===== src/rtl/calc1_port_scheduler_if.sv =====
// Request/grant bundle between the four port front-ends and the scheduler.
interface calc1_port_scheduler_if #(
    parameter int NPORTS = 4,
    parameter int CMDW   = 4
);
    logic [NPORTS-1:0]           sched_req;
    logic [NPORTS-1:0][CMDW-1:0] sched_cmd;
    logic                        arith_ready;
    logic                        shift_ready;
    logic [NPORTS-1:0]           arith_grant;
    logic [NPORTS-1:0]           shift_grant;
    logic [NPORTS-1:0]           inv_ack;
    logic [NPORTS-1:0]           proto_err;
    logic [NPORTS-1:0]           pending;
    logic [2:0]                  arith_count;
    logic [2:0]                  shift_count;

    // Port front-ends and execution units side.
    modport master (
        output sched_req, sched_cmd, arith_ready, shift_ready,
        input  arith_grant, shift_grant, inv_ack, proto_err, pending,
               arith_count, shift_count
    );

    // Scheduler side.
    modport slave (
        input  sched_req, sched_cmd, arith_ready, shift_ready,
        output arith_grant, shift_grant, inv_ack, proto_err, pending,
               arith_count, shift_count
    );
endinterface


===== src/rtl/calc1_port_scheduler.sv =====
// Fair two-class scheduler: per-class FIFOs of port IDs, rotating tie order
// for same-edge arrivals, one-cycle grants gated by each unit's ready.
// Class index 0 = add/sub unit, 1 = shift unit. Port IDs are 2 bits.
module calc1_port_scheduler #(
    parameter int NPORTS = 4,
    parameter int CMDW   = 4
) (
    input  logic                   c_clk,
    input  logic                   reset,
    calc1_port_scheduler_if.slave  bus
);
    logic [1:0][3:0][1:0] fifo_q, fifo_d;
    logic [1:0][1:0]      head_q, head_d, tail_q, tail_d;
    logic [1:0][2:0]      cnt_q, cnt_d;
    logic [1:0][3:0]      cnt_sum;
    logic [1:0][2:0]      n_enq;
    logic [1:0]           tp_q, tp_d;
    logic [3:0]           pend_q, pend_d;
    logic [1:0][3:0]      grant_q, grant_d;
    logic [3:0]           inv_q, inv_d, perr_q, perr_d;
    logic [1:0]           rdy, pop;
    logic [3:0]           popmask, busy;
    logic [1:0][3:0]      enq;
    logic [1:0]           p, wr_idx;

    // Pops first (from registered heads), then classify requests against post-pop pending.
    always_comb begin
        rdy     = {bus.shift_ready, bus.arith_ready};
        pop     = '0;
        grant_d = '0;
        for (int c = 0; c < 2; c++) begin
            pop[c] = (cnt_q[c] != 3'd0) && rdy[c];
            if (pop[c])
                grant_d[c][fifo_q[c][head_q[c]]] = 1'b1;
        end
        popmask = grant_d[0] | grant_d[1];
        busy    = pend_q & ~popmask;
        enq     = '0;
        inv_d   = '0;
        perr_d  = '0;
        for (int i = 0; i < 4; i++) begin
            if (bus.sched_req[i]) begin
                if (busy[i]) begin
                    perr_d[i] = 1'b1;
                end else begin
                    case (bus.sched_cmd[i])
                        CMDW'(1), CMDW'(2): enq[0][i] = 1'b1;
                        CMDW'(5), CMDW'(6): enq[1][i] = 1'b1;
                        default:            inv_d[i]  = 1'b1;
                    endcase
                end
            end
        end
    end

    // Append accepted ports in rotating order starting at tp; update pointers and counts.
    always_comb begin
        fifo_d = fifo_q;
        n_enq  = '0;
        p      = '0;
        wr_idx = '0;
        for (int c = 0; c < 2; c++) begin
            for (int k = 0; k < 4; k++) begin
                p = tp_q + 2'(k);
                if (enq[c][p]) begin
                    wr_idx            = tail_q[c] + n_enq[c][1:0];
                    fifo_d[c][wr_idx] = p;
                    n_enq[c]          = n_enq[c] + 3'd1;
                end
            end
        end
        for (int c = 0; c < 2; c++) begin
            head_d[c]  = head_q[c] + {1'b0, pop[c]};
            tail_d[c]  = tail_q[c] + n_enq[c][1:0];
            cnt_sum[c] = {1'b0, cnt_q[c]} + {1'b0, n_enq[c]} - {3'b0, pop[c]};
            cnt_d[c]   = cnt_sum[c][2:0];
        end
        pend_d = (pend_q & ~popmask) | enq[0] | enq[1];
        tp_d   = tp_q + {1'b0, (n_enq[0] >= 3'd2) || (n_enq[1] >= 3'd2)};
    end

    // State and output registers; reset drops everything queued.
    always_ff @(posedge c_clk) begin
        if (reset) begin
            fifo_q  <= '0;
            head_q  <= '0;
            tail_q  <= '0;
            cnt_q   <= '0;
            tp_q    <= '0;
            pend_q  <= '0;
            grant_q <= '0;
            inv_q   <= '0;
            perr_q  <= '0;
        end else begin
            fifo_q  <= fifo_d;
            head_q  <= head_d;
            tail_q  <= tail_d;
            cnt_q   <= cnt_d;
            tp_q    <= tp_d;
            pend_q  <= pend_d;
            grant_q <= grant_d;
            inv_q   <= inv_d;
            perr_q  <= perr_d;
        end
    end

    // A port is queued at most once, so occupancy can never exceed four.
    always_ff @(posedge c_clk) begin
        if (!reset) begin
            assert (cnt_sum[0] <= 4'd4 && cnt_sum[1] <= 4'd4);
        end
    end

    assign bus.arith_grant = grant_q[0];
    assign bus.shift_grant = grant_q[1];
    assign bus.inv_ack     = inv_q;
    assign bus.proto_err   = perr_q;
    assign bus.pending     = pend_q;
    assign bus.arith_count = cnt_q[0];
    assign bus.shift_count = cnt_q[1];
endmodule


===== src/flat_wrapper.sv =====
// flat-port wrapper written by rule: the top's interface ports become plain ports
module calc1_port_scheduler_flat 
#(
    parameter int NPORTS = 4,
    parameter int CMDW   = 4
)
  (c_clk, reset, bus_sched_req, bus_sched_cmd, bus_arith_ready, bus_shift_ready, bus_arith_grant, bus_shift_grant, bus_inv_ack, bus_proto_err, bus_pending, bus_arith_count, bus_shift_count);
  calc1_port_scheduler_if #(.NPORTS(NPORTS), .CMDW(CMDW)) bus_i ();
  input  logic c_clk;
  input  logic reset;
  input wire logic [$bits(bus_i.sched_req)-1:0] bus_sched_req;
  input wire logic [$bits(bus_i.sched_cmd)-1:0] bus_sched_cmd;
  input wire logic [$bits(bus_i.arith_ready)-1:0] bus_arith_ready;
  input wire logic [$bits(bus_i.shift_ready)-1:0] bus_shift_ready;
  output wire logic [$bits(bus_i.arith_grant)-1:0] bus_arith_grant;
  output wire logic [$bits(bus_i.shift_grant)-1:0] bus_shift_grant;
  output wire logic [$bits(bus_i.inv_ack)-1:0] bus_inv_ack;
  output wire logic [$bits(bus_i.proto_err)-1:0] bus_proto_err;
  output wire logic [$bits(bus_i.pending)-1:0] bus_pending;
  output wire logic [$bits(bus_i.arith_count)-1:0] bus_arith_count;
  output wire logic [$bits(bus_i.shift_count)-1:0] bus_shift_count;
  assign bus_i.sched_req = bus_sched_req;
  assign bus_i.sched_cmd = bus_sched_cmd;
  assign bus_i.arith_ready = bus_arith_ready;
  assign bus_i.shift_ready = bus_shift_ready;
  assign bus_arith_grant = bus_i.arith_grant;
  assign bus_shift_grant = bus_i.shift_grant;
  assign bus_inv_ack = bus_i.inv_ack;
  assign bus_proto_err = bus_i.proto_err;
  assign bus_pending = bus_i.pending;
  assign bus_arith_count = bus_i.arith_count;
  assign bus_shift_count = bus_i.shift_count;
  calc1_port_scheduler #(.NPORTS(NPORTS), .CMDW(CMDW)) u_core (.c_clk(c_clk), .reset(reset), .bus(bus_i));
endmodule

===== config.mk =====
export PLATFORM = sky130hd
export DESIGN_NAME = calc1_port_scheduler_flat
export DESIGN_NICKNAME = d
export VERILOG_FILES = /design/src/rtl/calc1_port_scheduler_if.sv /design/src/rtl/calc1_port_scheduler.sv /design/src/flat_wrapper.sv
export SDC_FILE = /design/constraint.sdc
export NUM_CORES = 1
export LEC_CHECK = 0
export BUFFER_PORTS_ARGS = -buffer_cell sky130_fd_sc_hd__buf_2
export CORE_MARGIN = 5
export CORE_UTILIZATION = 53
export DETAILED_ROUTE_END_ITERATION = 12
export PLACE_DENSITY_LB_ADDON = 0.1
export SYNTH_ARGS = -nofsm -noshare
export SYNTH_HDL_FRONTEND = slang
export SYNTH_SLANG_ARGS = --single-unit

===== constraint.sdc =====
create_clock -name c_clk -period 15.6 [get_ports c_clk]
set_clock_uncertainty 0.15 [all_clocks]
set_input_delay 2.34 -clock c_clk [delete_from_list [all_inputs] [get_ports c_clk]]
set_output_delay 2.34 -clock c_clk [all_outputs]
set_load 0.05 [all_outputs]

==> flow_metrics.env, run 1 <==
export IMPL_initial_core_util=0.5336
export IMPL_internal_power_uw=280.9
export IMPL_cts_root_buf="clkbuf_8"
export IMPL_min_period_ns=6.715
export IMPL_p_sw_uw=219.7
export IMPL_synth_edff_count=0
export IMPL_postCtsSetupBuffers=0
export IMPL_io_pins=50
export IMPL_whs_ns=0.3587
export IMPL_syn_to_final_growth_pct=9.186
export IMPL_grt_pass1_wl_mm=18.04
export IMPL_arrival_ns=6.75
export IMPL_postSynthCellCount=489
export IMPL_fp_row_count=32
export IMPL_seq_power_share=0.369
export IMPL_cp_end_kind="register"
export IMPL_timing_max_cap_violations=0
export IMPL_num_antenna_cells=0
export IMPL_crit_fanout=9
export IMPL_firstDrtPassIters=5
export IMPL_insertion_delay_ns=0.31
export IMPL_place_gp_congestion=0.9376
export IMPL_port_buffers=49
export IMPL_hold_class="reg -> reg"
export IMPL_critPathMaxStageDelay_ns=0.64
export IMPL_worstPathCellList="buf_2, o31a_1, nand3_1, a2111oi_0, nor3_1, or2_1, ha_1, nand3_1, o21a_1, ha_1, mux2i_1, ha_1, fa_1, xnor2_1, xnor2_1, xnor2_1, nor2_1"
export IMPL_clk_pin_slew_worst_paths_ns=0.10
export IMPL_synthDistinctLibCells=71
export IMPL_post_place_ws_ns=8.613
export IMPL_via_per_inst=6.214
export IMPL_synth_seq_cells=52
export IMPL_syn_avg_cell_area_um2=8.300
export IMPL_nets=567
export IMPL_rsz0062_at_grt="no"
export IMPL_clock_power_share=0.157
export IMPL_drt_iter0_drc=205
export IMPL_holdBufCountCts=0
export IMPL_vias=3890
export IMPL_wl_mm=10.81
export IMPL_cts_sinks=52
export IMPL_track_usage=0.2271
export IMPL_nFillCells=720
export IMPL_setup_violations=0
export IMPL_slowest_stage="a2111oi_0"
export IMPL_tns_ns=0
export IMPL_drc_errors=0
export IMPL_die_area_um2=9508
export IMPL_ys_seq_area_frac=0.2565
export IMPL_grt_pass1_vias=3622
export IMPL_slew_headroom=0.3929
export IMPL_combPwrFrac=0.474
export IMPL_yosysTopAreaCell="dfxtp_1"
export IMPL_detail_route_wl_per_cell_um=17.27
export IMPL_yosys_warnings=0
export IMPL_fin_ws_ns=8.885
export IMPL_period_share=0.4304
export IMPL_p_leak_uw=0.001824
export IMPL_hpwlAfterDp_mm=8.170
export IMPL_ys_async_sr_fraction=0
export IMPL_die_h_um=97.51
export IMPL_ir_drop_mv=0.05718
export IMPL_power_density_nw_per_um2=113.0
export IMPL_ant_nets=0
export IMPL_fmax_ghz=0.1489
export IMPL_synth_top_area_frac=0.2565
export IMPL_slew_viol_final=0
export IMPL_hold_viol_final=0
export IMPL_htree_num_levels=2
export IMPL_worstPathRequired_ns=15.64
export IMPL_antenna_found_initial=0
export IMPL_regArea_um2=1041
export IMPL_die_x_um=97.51
export IMPL_cts_tree="built"
export IMPL_synth_main_ff_cell="dfxtp_1"
export IMPL_grt_max_degree=41
export IMPL_synth_area_leaders="dfxtp_1 (26%), ha_1 (5.5%), mux4_2 (4.4%)"
export IMPL_start_kind="input port"
export IMPL_grt_ovfl_total=0
export IMPL_status="completed"
export IMPL_cts_resized=0
export IMPL_synthesis_area_um2=4059
export IMPL_tightest_slew_ns=0.9029
export IMPL_drive_gt1_frac=0.1489
export IMPL_worstSetupPathType="in -> reg"
export IMPL_swShare=0.4388
export IMPL_clk_path_buf_depth=2
export IMPL_syn_nets=533
export IMPL_cts_made_buffers=5
export IMPL_multiInputGateArea_um2=2835
export IMPL_coreArea_um2=7607
[metal layers]
| metal | global-route usage | part of all wire |
|---|---|---|
| met3 | 0.03877 | 0.070 |
| met2 | 0.3579 | 0.45 |
| met5 | 0 | 0 |
| met1 | 0.3172 | 0.46 |
| met4 | 0.06816 | 0.021 |
[path summary, 6_finish.rpt]
kind | startpoint | end | slack (ns) | cells after the start
worst min register to register | u_core.fifo_q[0]$_SDFF_PP0_ | u_core.fifo_q[0]$_SDFF_PP0_ | 0.36 | 1
worst min-delay path | u_core.fifo_q[0]$_SDFF_PP0_ | u_core.fifo_q[0]$_SDFF_PP0_ | 0.36 | 1
worst max-delay path | bus_shift_ready | u_core.bus.arith_count[2]$_SDFF_PP0_ | 8.89 | 17
worst max register to register | u_core.tp_q[1]$_SDFF_PP0_ | u_core.bus.arith_count[2]$_SDFF_PP0_ | 10.01 | 15
[through the flow]
| stage | instances | utilization | cell area (µm²) | total power [µW] |
|---|---|---|---|---|
| floorplan | 489 | - | 4059 | 374.1 |
| global placement | 618 | 0.5709 | 4343 | 416.5 |
| detailed placement | 618 | 0.5709 | 4343 | 422.8 |
| CTS | 626 | 0.5826 | 4432 | 502.6 |
| global route | 626 | 0.5826 | 4432 | 540.5 |
| finish | 626 | 0.5826 | 4432 | 500.6 |
[power by group through the flow]
stage               Combinational, µW  Sequential, µW  Clock (µW)
finish                            237             185        78.4
global route                      266             188        86.6
CTS                               237             184        81.4
detailed placement                236             187           0
global placement                  230             186           0
floorplan                         164             210           0
[sequential cells by signal (all words and copies together), names as in the netlist]
signal                  cells
u_core.bus.arith_count      3
u_core.bus.arith_grant      4
u_core.bus.inv_ack          4
u_core.bus.pending          4
u_core.bus.proto_err        4
u_core.bus.shift_count      3
u_core.bus.shift_grant      4
u_core.fifo_q              16
u_core.head_q               4
u_core.tail_q               4
u_core.tp_q                 2
[critical path: cells and delay by family]
family          cells  cell delay [ns]
compound gates      3             1.33
fa+ha+maj           4             1.28
simple gates        5             0.92
xor+xnor            3             0.48
mux                 1             0.30
buf+inv             1             0.10
[logic make-up after synthesis]
logic type | after synthesis | synth area share
XOR/XNOR | 33 | 0.07121
buffers and inverters | 45 | 0.04500
multiplexers | 21 | 0.07799
flip-flops | 52 | 0.2565
AND/OR/NAND/NOR | 191 | 0.2463
AO/OA/AOI/OAI | 127 | 0.2377
adder cells (fa/ha/maj) | 20 | 0.06535
[cells in the mapped netlist, drive strengths merged, types with 11 or more instances]
cell,count
nand3,19
inv,19
xnor2,20
a211oi,11
or3,13
nor2b,16
mux2i,11
o21ai,12
o211ai,16
xor2,13
nor2,43
clkbuf,16
nand2,39
ha,18
dfxtp,52
a21oi,21
[area by class of cell]
class | count | area share
clock inverters | 2 | 0.003670
inverters | 21 | 0.01779
well taps | 102 | 0.02880
multi-input cells | 392 | 0.6398
repair buffers | 51 | 0.05872
clock buffers | 6 | 0.01637
flip-flops and latches | 52 | 0.2349
[layout by cell type (no fill, tap or decap), types with 6 or more instances in the layout]
cell / count
a211oi_1: 10
a21oi_1: 21
and2_1: 8
and3_1: 7
buf_2: 49
dfxtp_1: 52
ha_1: 18
inv_1: 18
mux2i_1: 10
mux4_2: 8
nand2_1: 39
nand3_1: 19
nand3b_1: 10
nor2_1: 43
nor2b_1: 16
nor3_1: 10
nor3b_1: 9
o211ai_1: 15
o21ai_0: 7
o31a_1: 6
o31ai_1: 7
or3_1: 13
xnor2_1: 20
xor2_1: 13
(Power assumes the default switching activity.)
==> inputs of run 2 (changes only) <==
- ABC_AREA: default -> 1
- clock period: 15.6 -> 6.6 ns (I/O delays scaled with it)
==> run 2 against run 1 <==
  * Non-clock buffer count unchanged
  * Via count grew 7.0%
  * Final area is 4.3% higher
  * Clock power rose to 2.5 times the previous value
  * Wire length shrank 2.0%
  * Core utilization rose by 1.2 points
  * Flip-flop and latch count unchanged
  * Critical path depth fell by 1
  * Critical path type is now reg -> reg
  * Largest cell class unchanged
==> flow_metrics.env, run 2 <==
export IMPL_port_buffers=49
export IMPL_ys_seq_area_frac=0.2457
export IMPL_clk_pin_slew_worst_paths_ns=0.10
export IMPL_drt_iter0_drc=220
export IMPL_hold_viol_final=0
export IMPL_slew_viol_final=0
export IMPL_fmax_ghz=0.2101
export IMPL_arrival_ns=4.84
export IMPL_detail_route_wl_per_cell_um=13.27
export IMPL_die_area_um2=9881
export IMPL_synthMuxAreaShare=0.007974
export IMPL_synth_top_family_by_area="simple AND/OR/NAND/NOR gates"
export IMPL_yosysTopAreaCell="dfxtp_1"
export IMPL_synthAdderAreaFrac=0.06261
export IMPL_postCtsSetupBuffers=0
export IMPL_synth_top_area_frac=0.2457
export IMPL_initial_core_util=0.5454
export IMPL_io_pins=50
export IMPL_period_share=0.7213
export IMPL_die_h_um=99.41
export IMPL_cts_resized=0
export IMPL_place_gp_congestion=0.9514
export IMPL_grt_pass1_vias=3737
export IMPL_vias=4162
export IMPL_hold_class="reg -> reg"
export IMPL_synth_seq_cells=52
export IMPL_ir_drop_mv=0.2118
export IMPL_synthDistinctLibCells=34
export IMPL_yosys_area_share_simple=0.4888
export IMPL_coreArea_um2=7767
export IMPL_tightest_slew_ns=1.002
export IMPL_syn_to_final_growth_pct=9.096
export IMPL_wl_mm=10.60
export IMPL_num_antenna_cells=0
export IMPL_r2r_cells=16
export IMPL_syn_nets=700
export IMPL_layout_commonest_cell="nand2_1"
export IMPL_dpl_cell_area_um2=4526
export IMPL_min_period_ns=4.760
export IMPL_cts_sinks=52
export IMPL_worstPathCellList="clkinv_1, nand3_2, nand2_2, ha_1, xor2_2, ha_1, o21a_1, inv_1, ha_1, inv_1, fa_1, xnor2_1, xnor2_1, nand2_1, nand2_1, nor2_1"
export IMPL_yosys_warnings=0
export IMPL_timing_max_cap_violations=0
export IMPL_p_leak_uw=0.002369
export IMPL_cp_end_kind="register"
export IMPL_start_kind="register"
export IMPL_syn_avg_cell_area_um2=6.458
export IMPL_synth_commonest_cells="nand2_1 (169), nor2_1 (106), nand3_1 (76)"
export IMPL_final_cell_mix="nand2_1 (169), nor2_1 (106), nand3_1 (76), inv_1 (65), dfxtp_1 (52)"
export IMPL_rsz0062_at_grt="no"
export IMPL_reg2reg_to="u_core.bus.shift_count[2]$_SDFF_PP0_"
export IMPL_reg2reg_slack_ns=1.84
export IMPL_timing_rr_start="u_core.tp_q[1]$_SDFF_PP0_"
export IMPL_worstPathRequired_ns=6.67
export IMPL_drive_gt1_frac=0.1836
export IMPL_worstHoldStart="u_core.bus.pending[0]$_SDFF_PP0_"
export IMPL_whs_ns=0.4038
export IMPL_cts_made_buffers=5
export IMPL_holdPathStages=2
export IMPL_grt_ovfl_total=0
export IMPL_synth_area_leaders="dfxtp_1 (25%), nand2_1 (15%), nor2_1 (9.4%)"
export IMPL_worstSetupPathType="reg -> reg"
export IMPL_htree_num_levels=2
export IMPL_hold_end="u_core.bus.proto_err[0]$_SDFF_PP0_"
export IMPL_finalInstanceArea_um2=4622
export IMPL_cts_root_buf="clkbuf_8"
export IMPL_critPathMaxStageDelay_ns=0.72
export IMPL_power_density_nw_per_um2=557.9
export IMPL_slew_headroom=0.3311
export IMPL_tns_ns=0
export IMPL_antenna_found_initial=0
export IMPL_yosysMostFrequentCell="nand2_1"
export IMPL_via_per_inst=5.209
export IMPL_worst_path_most_repeated_cell="ha_1"
export IMPL_firstDrtPassIters=6
export IMPL_synth_compound_area_frac=0.05611
export IMPL_track_usage=0.2177
export IMPL_holdBufCountCts=0
export IMPL_die_x_um=99.41
export IMPL_nets=740
export IMPL_drc_errors=0
export IMPL_grt_pass1_wl_mm=17.76
export IMPL_status="completed"
export IMPL_grt_max_degree=31
export IMPL_crit_fanout=18
export IMPL_largest_register="u_core.fifo_q"
export IMPL_synth_edff_count=0
export IMPL_ant_nets=0
export IMPL_largest_reg_flops=16
export IMPL_clk_path_buf_depth=2
export IMPL_insertion_delay_ns=0.32
export IMPL_fp_row_count=32
export IMPL_slowest_stage="dfxtp_1"
export IMPL_setup_violations=0
export IMPL_synthesis_area_um2=4237
export IMPL_nFillCells=742
export IMPL_synth_xor_area_frac=0.05346
export IMPL_synth_main_ff_cell="dfxtp_1"
export IMPL_cts_tree="built"
export IMPL_postSynthCellCount=656
export IMPL_hpwlAfterDp_mm=8.232
export IMPL_ys_async_sr_fraction=0
## run 2: cell count changes after synthesis, sizes merged, moves of 20 or more
cell   previous run  this run
nand3            19       104
o21ai            12        32
nor2             43       108
inv              19        69
nand2            39       194
## run 2: routing by layer
metal | GRT usage | share of wire | vias up
met2 | 0.3409 | 0.43 | 117
li1 | - | - | 2178
met3 | 0.03156 | 0.061 | 12
met5 | 0 | 0 | -
met4 | 0.06197 | 0.016 | 0
met1 | 0.3109 | 0.49 | 1855
## run 2: metrics by stage
step,setup slack (ns),std cells,power [µW],util
detailed placement,1.541,791,2369,0.5826
CTS,1.861,799,2577,0.5950
floorplan,2.167,656,1990,-
finish,1.840,799,2579,0.5950
global route,1.433,799,2859,0.5950
global placement,1.602,791,2319,0.5826
## run 2: how the worst max path moves through the flow
| stage | start | to | slack, ns |
|---|---|---|---|
| 2_1_floorplan | bus_arith_ready | u_core.bus.shift_count[2]$_SDFF_PP0_ | 2.17 |
| 3_3_place_gp | bus_arith_ready | u_core.bus.shift_count[2]$_SDFF_PP0_ | 1.60 |
| 3_5_place_dp | bus_arith_ready | u_core.bus.shift_count[2]$_SDFF_PP0_ | 1.54 |
| 4_1_cts | u_core.tp_q[1]$_SDFF_PP0_ | u_core.bus.shift_count[2]$_SDFF_PP0_ | 1.86 |
| 5_1_grt | u_core.tp_q[0]$_SDFF_PP0_ | u_core.bus.shift_count[2]$_SDFF_PP0_ | 1.43 |
| 6_report | u_core.tp_q[1]$_SDFF_PP0_ | u_core.bus.shift_count[2]$_SDFF_PP0_ | 1.84 |
## run 2: area by class of cell
class                           instances  area (µm²)  share of cell area
Multi-Input combinational cell        516        2834              0.6132
Inverter                               70       262.8             0.05685
Clock buffer                            5       68.82             0.01489
Timing Repair Buffer                   51       260.3             0.05631
Tap cell                              102       127.6             0.02761
Clock inverter                          3       27.53            0.005956
Sequential cell                        52        1041              0.2252
## run 2: power breakdown
part	internal [µW]	switching, µW	total (µW)
Clock	78.2	121	199
Combinational	644	1220	1860
Sequential	409	106	515
Total	1130	1450	2580
## run 2: logic make-up after synthesis
family	after synthesis
AO/OA/AOI/OAI	42
XOR/XNOR	25
adder cells (fa/ha/maj)	20
buffers and inverters	88
flip-flops	52
multiplexers	3
AND/OR/NAND/NOR	426
## run 2: worst max-delay path: cells and delay by family (launching register included)
kind | cells | cell delay (ns)
xor gates and xnor gates | 3 | 0.58
buffers and inverters | 3 | 0.87
adders and majority gates | 4 | 1.42
AOI/OAI and AO/OA | 1 | 0.16
DFF | 1 | 0.72
and+or+nand+nor | 5 | 0.76
==> inputs of run 3 (changes only) <==
- ABC_AREA: 1 -> 0
- clock period: 6.6 -> 4.7 ns (I/O delays scaled with it)
==> run 3 against run 2 <==
  * Fmax grew 4.7%
  * Core utilization grew 5.3 points
  * Flip-flop and latch count is the same
==> flow_metrics.env, run 3 (same netlist as run 1, synthesis figures left out) <==
export IMPL_holdBufCountCts=0
export IMPL_insertion_delay_ns=0.31
export IMPL_r2r_cells=15
export IMPL_drive_gt1_frac=0.2496
export IMPL_cp_end_kind="register"
export IMPL_vias=3997
export IMPL_tightest_slew_ns=0.6467
export IMPL_largest_register="u_core.fifo_q"
export IMPL_fp_row_count=32
export IMPL_die_area_um2=9508
export IMPL_hpwlAfterDp_mm=8.382
export IMPL_arrival_ns=4.59
export IMPL_period_share=0.9670
export IMPL_timing_rr_start="u_core.head_q[0]$_SDFF_PP0_"
export IMPL_initial_core_util=0.5336
export IMPL_cts_made_buffers=5
export IMPL_grt_ovfl_total=0
export IMPL_critPathMaxStageDelay_ns=0.58
export IMPL_startpoint="u_core.head_q[0]$_SDFF_PP0_"
export IMPL_worstSetupPathType="reg -> reg"
export IMPL_nFillCells=654
export IMPL_cts_sinks=52
export IMPL_slew_headroom=0.5683
export IMPL_wl_mm=11.35
export IMPL_drc_errors=0
export IMPL_fin_ws_ns=0.1549
export IMPL_cts_tree="built"
export IMPL_tns_ns=0
export IMPL_nets=600
export IMPL_grt_max_degree=41
export IMPL_place_gp_congestion=0.8930
export IMPL_timing_max_cap_violations=0
export IMPL_largest_reg_flops=16
export IMPL_p_leak_uw=0.002025
export IMPL_p_total_uw=1818
export IMPL_ant_nets=0
export IMPL_hold_class="reg -> reg"
export IMPL_post_place_ws_ns=0.01015
export IMPL_cts_root_buf="clkbuf_8"
export IMPL_die_x_um=97.51
export IMPL_status="completed"
export IMPL_slew_viol_final=0
export IMPL_coreArea_um2=7607
export IMPL_worstPathCellList="mux4_2, o31a_1, a2111oi_4, nor3_4, or2_1, ha_4, xor2_2, ha_1, mux2i_2, ha_1, fa_2, xnor2_2, xnor2_1, xnor2_1, nor2_1"
export IMPL_worstPathRequired_ns=4.74
export IMPL_min_period_ns=4.545
export IMPL_detail_route_wl_per_cell_um=17.23
export IMPL_port_buffers=49
export IMPL_clk_path_buf_depth=2
export IMPL_crit_fanout=7
export IMPL_dpl_cell_area_um2=4583
export IMPL_reg2reg_to="u_core.bus.arith_count[2]$_SDFF_PP0_"
export IMPL_start_kind="register"
export IMPL_final_cell_mix="dfxtp_1 (50), buf_2 (49), nor2_1 (42), nand2_1 (39), buf_4 (34)"
export IMPL_io_pins=50
export IMPL_firstDrtPassIters=5
export IMPL_drt_iter0_drc=317
export IMPL_num_antenna_cells=0
export IMPL_hold_viol_final=0
export IMPL_whs_ns=0.4023
export IMPL_via_per_inst=6.065
export IMPL_finalInstanceArea_um2=4930
export IMPL_reg2reg_slack_ns=0.15
export IMPL_slowest_stage="mux4_2"
export IMPL_setup_violations=0
export IMPL_fmax_ghz=0.2200
export IMPL_htree_num_levels=2
export IMPL_track_usage=0.2280
export IMPL_die_h_um=97.51
export IMPL_layout_commonest_cell="dfxtp_1"
export IMPL_endpoint="u_core.bus.arith_count[2]$_SDFF_PP0_"
export IMPL_ir_drop_mv=0.1589
export IMPL_antenna_found_initial=0
export IMPL_clk_pin_slew_worst_paths_ns=0.10
export IMPL_grt_pass1_vias=3655
export IMPL_grt_pass1_wl_mm=18.05
export IMPL_power_density_nw_per_um2=368.8
export IMPL_syn_to_final_growth_pct=21.46
## run 3: area by class of cell
| type | count | area (µm²) | area share |
|---|---|---|---|
| Clock buffer | 7 | 86.33 | 0.01751 |
| Clock inverter | 1 | 7.507 | 0.001523 |
| Inverter | 21 | 78.83 | 0.01599 |
| Multi-Input combinational cell | 393 | 3080 | 0.6249 |
| Sequential cell | 52 | 1049 | 0.2127 |
| Tap cell | 102 | 127.6 | 0.02589 |
| Timing Repair Buffer | 83 | 500.5 | 0.1015 |
## run 3: routing by layer
| layer | up-vias | wire, µm | global-route usage |
|---|---|---|---|
| li1 | 1964 | - | - |
| met1 | 1879 | 5309 | 0.3212 |
| met2 | 138 | 5144 | 0.3679 |
| met3 | 16 | 749 | 0.03733 |
| met4 | 0 | 150 | 0.04686 |
| met5 | - | 0 | 0 |
## run 3: power by group
group	internal [µW]	total (µW)	switching, µW
combinational	393	911	519
sequential	523	626	103
clock	120	281	160
total	1040	1820	783
## run 3: how the worst min path moves through the flow
stage                                           from                                  to  slack [ns]  depth (start not counted)
global route             u_core.fifo_q[0]$_SDFF_PP0_         u_core.fifo_q[0]$_SDFF_PP0_        0.42                          1
floorplan                u_core.fifo_q[0]$_SDFF_PP0_         u_core.fifo_q[0]$_SDFF_PP0_        0.31                          1
global placement         u_core.fifo_q[0]$_SDFF_PP0_         u_core.fifo_q[0]$_SDFF_PP0_        0.37                          1
finish              u_core.bus.pending[2]$_SDFF_PP0_  u_core.bus.proto_err[2]$_SDFF_PP0_        0.40                          2
CTS                      u_core.fifo_q[0]$_SDFF_PP0_         u_core.fifo_q[0]$_SDFF_PP0_        0.39                          1
detailed placement       u_core.fifo_q[0]$_SDFF_PP0_         u_core.fifo_q[0]$_SDFF_PP0_        0.37                          1
## run 3: worst max-delay path: cells and delay by family (launching register included)
kind	cells	cell delay (ns)
and+or+nand+nor	3	0.44
muxes	2	0.76
DFF	1	0.39
AOI/OAI and AO/OA	2	0.83
adders and majority gates	4	1.26
xor gates and xnor gates	4	0.62
## run 3: per-stage QoR
stage | cells | util
floorplan | 489 | -
global placement | 643 | 0.6025
detailed placement | 643 | 0.6025
CTS | 651 | 0.6156
global route | 659 | 0.6480
finish | 659 | 0.6480
## run 3: what timing repair did
item / CTS / global route
gates cloned: 0 / 1
resized for setup: 1 / 29
pin swaps: 0 / 9
setup buffers: 0 / 7
endpoints found under the setup margin: 1 / 11
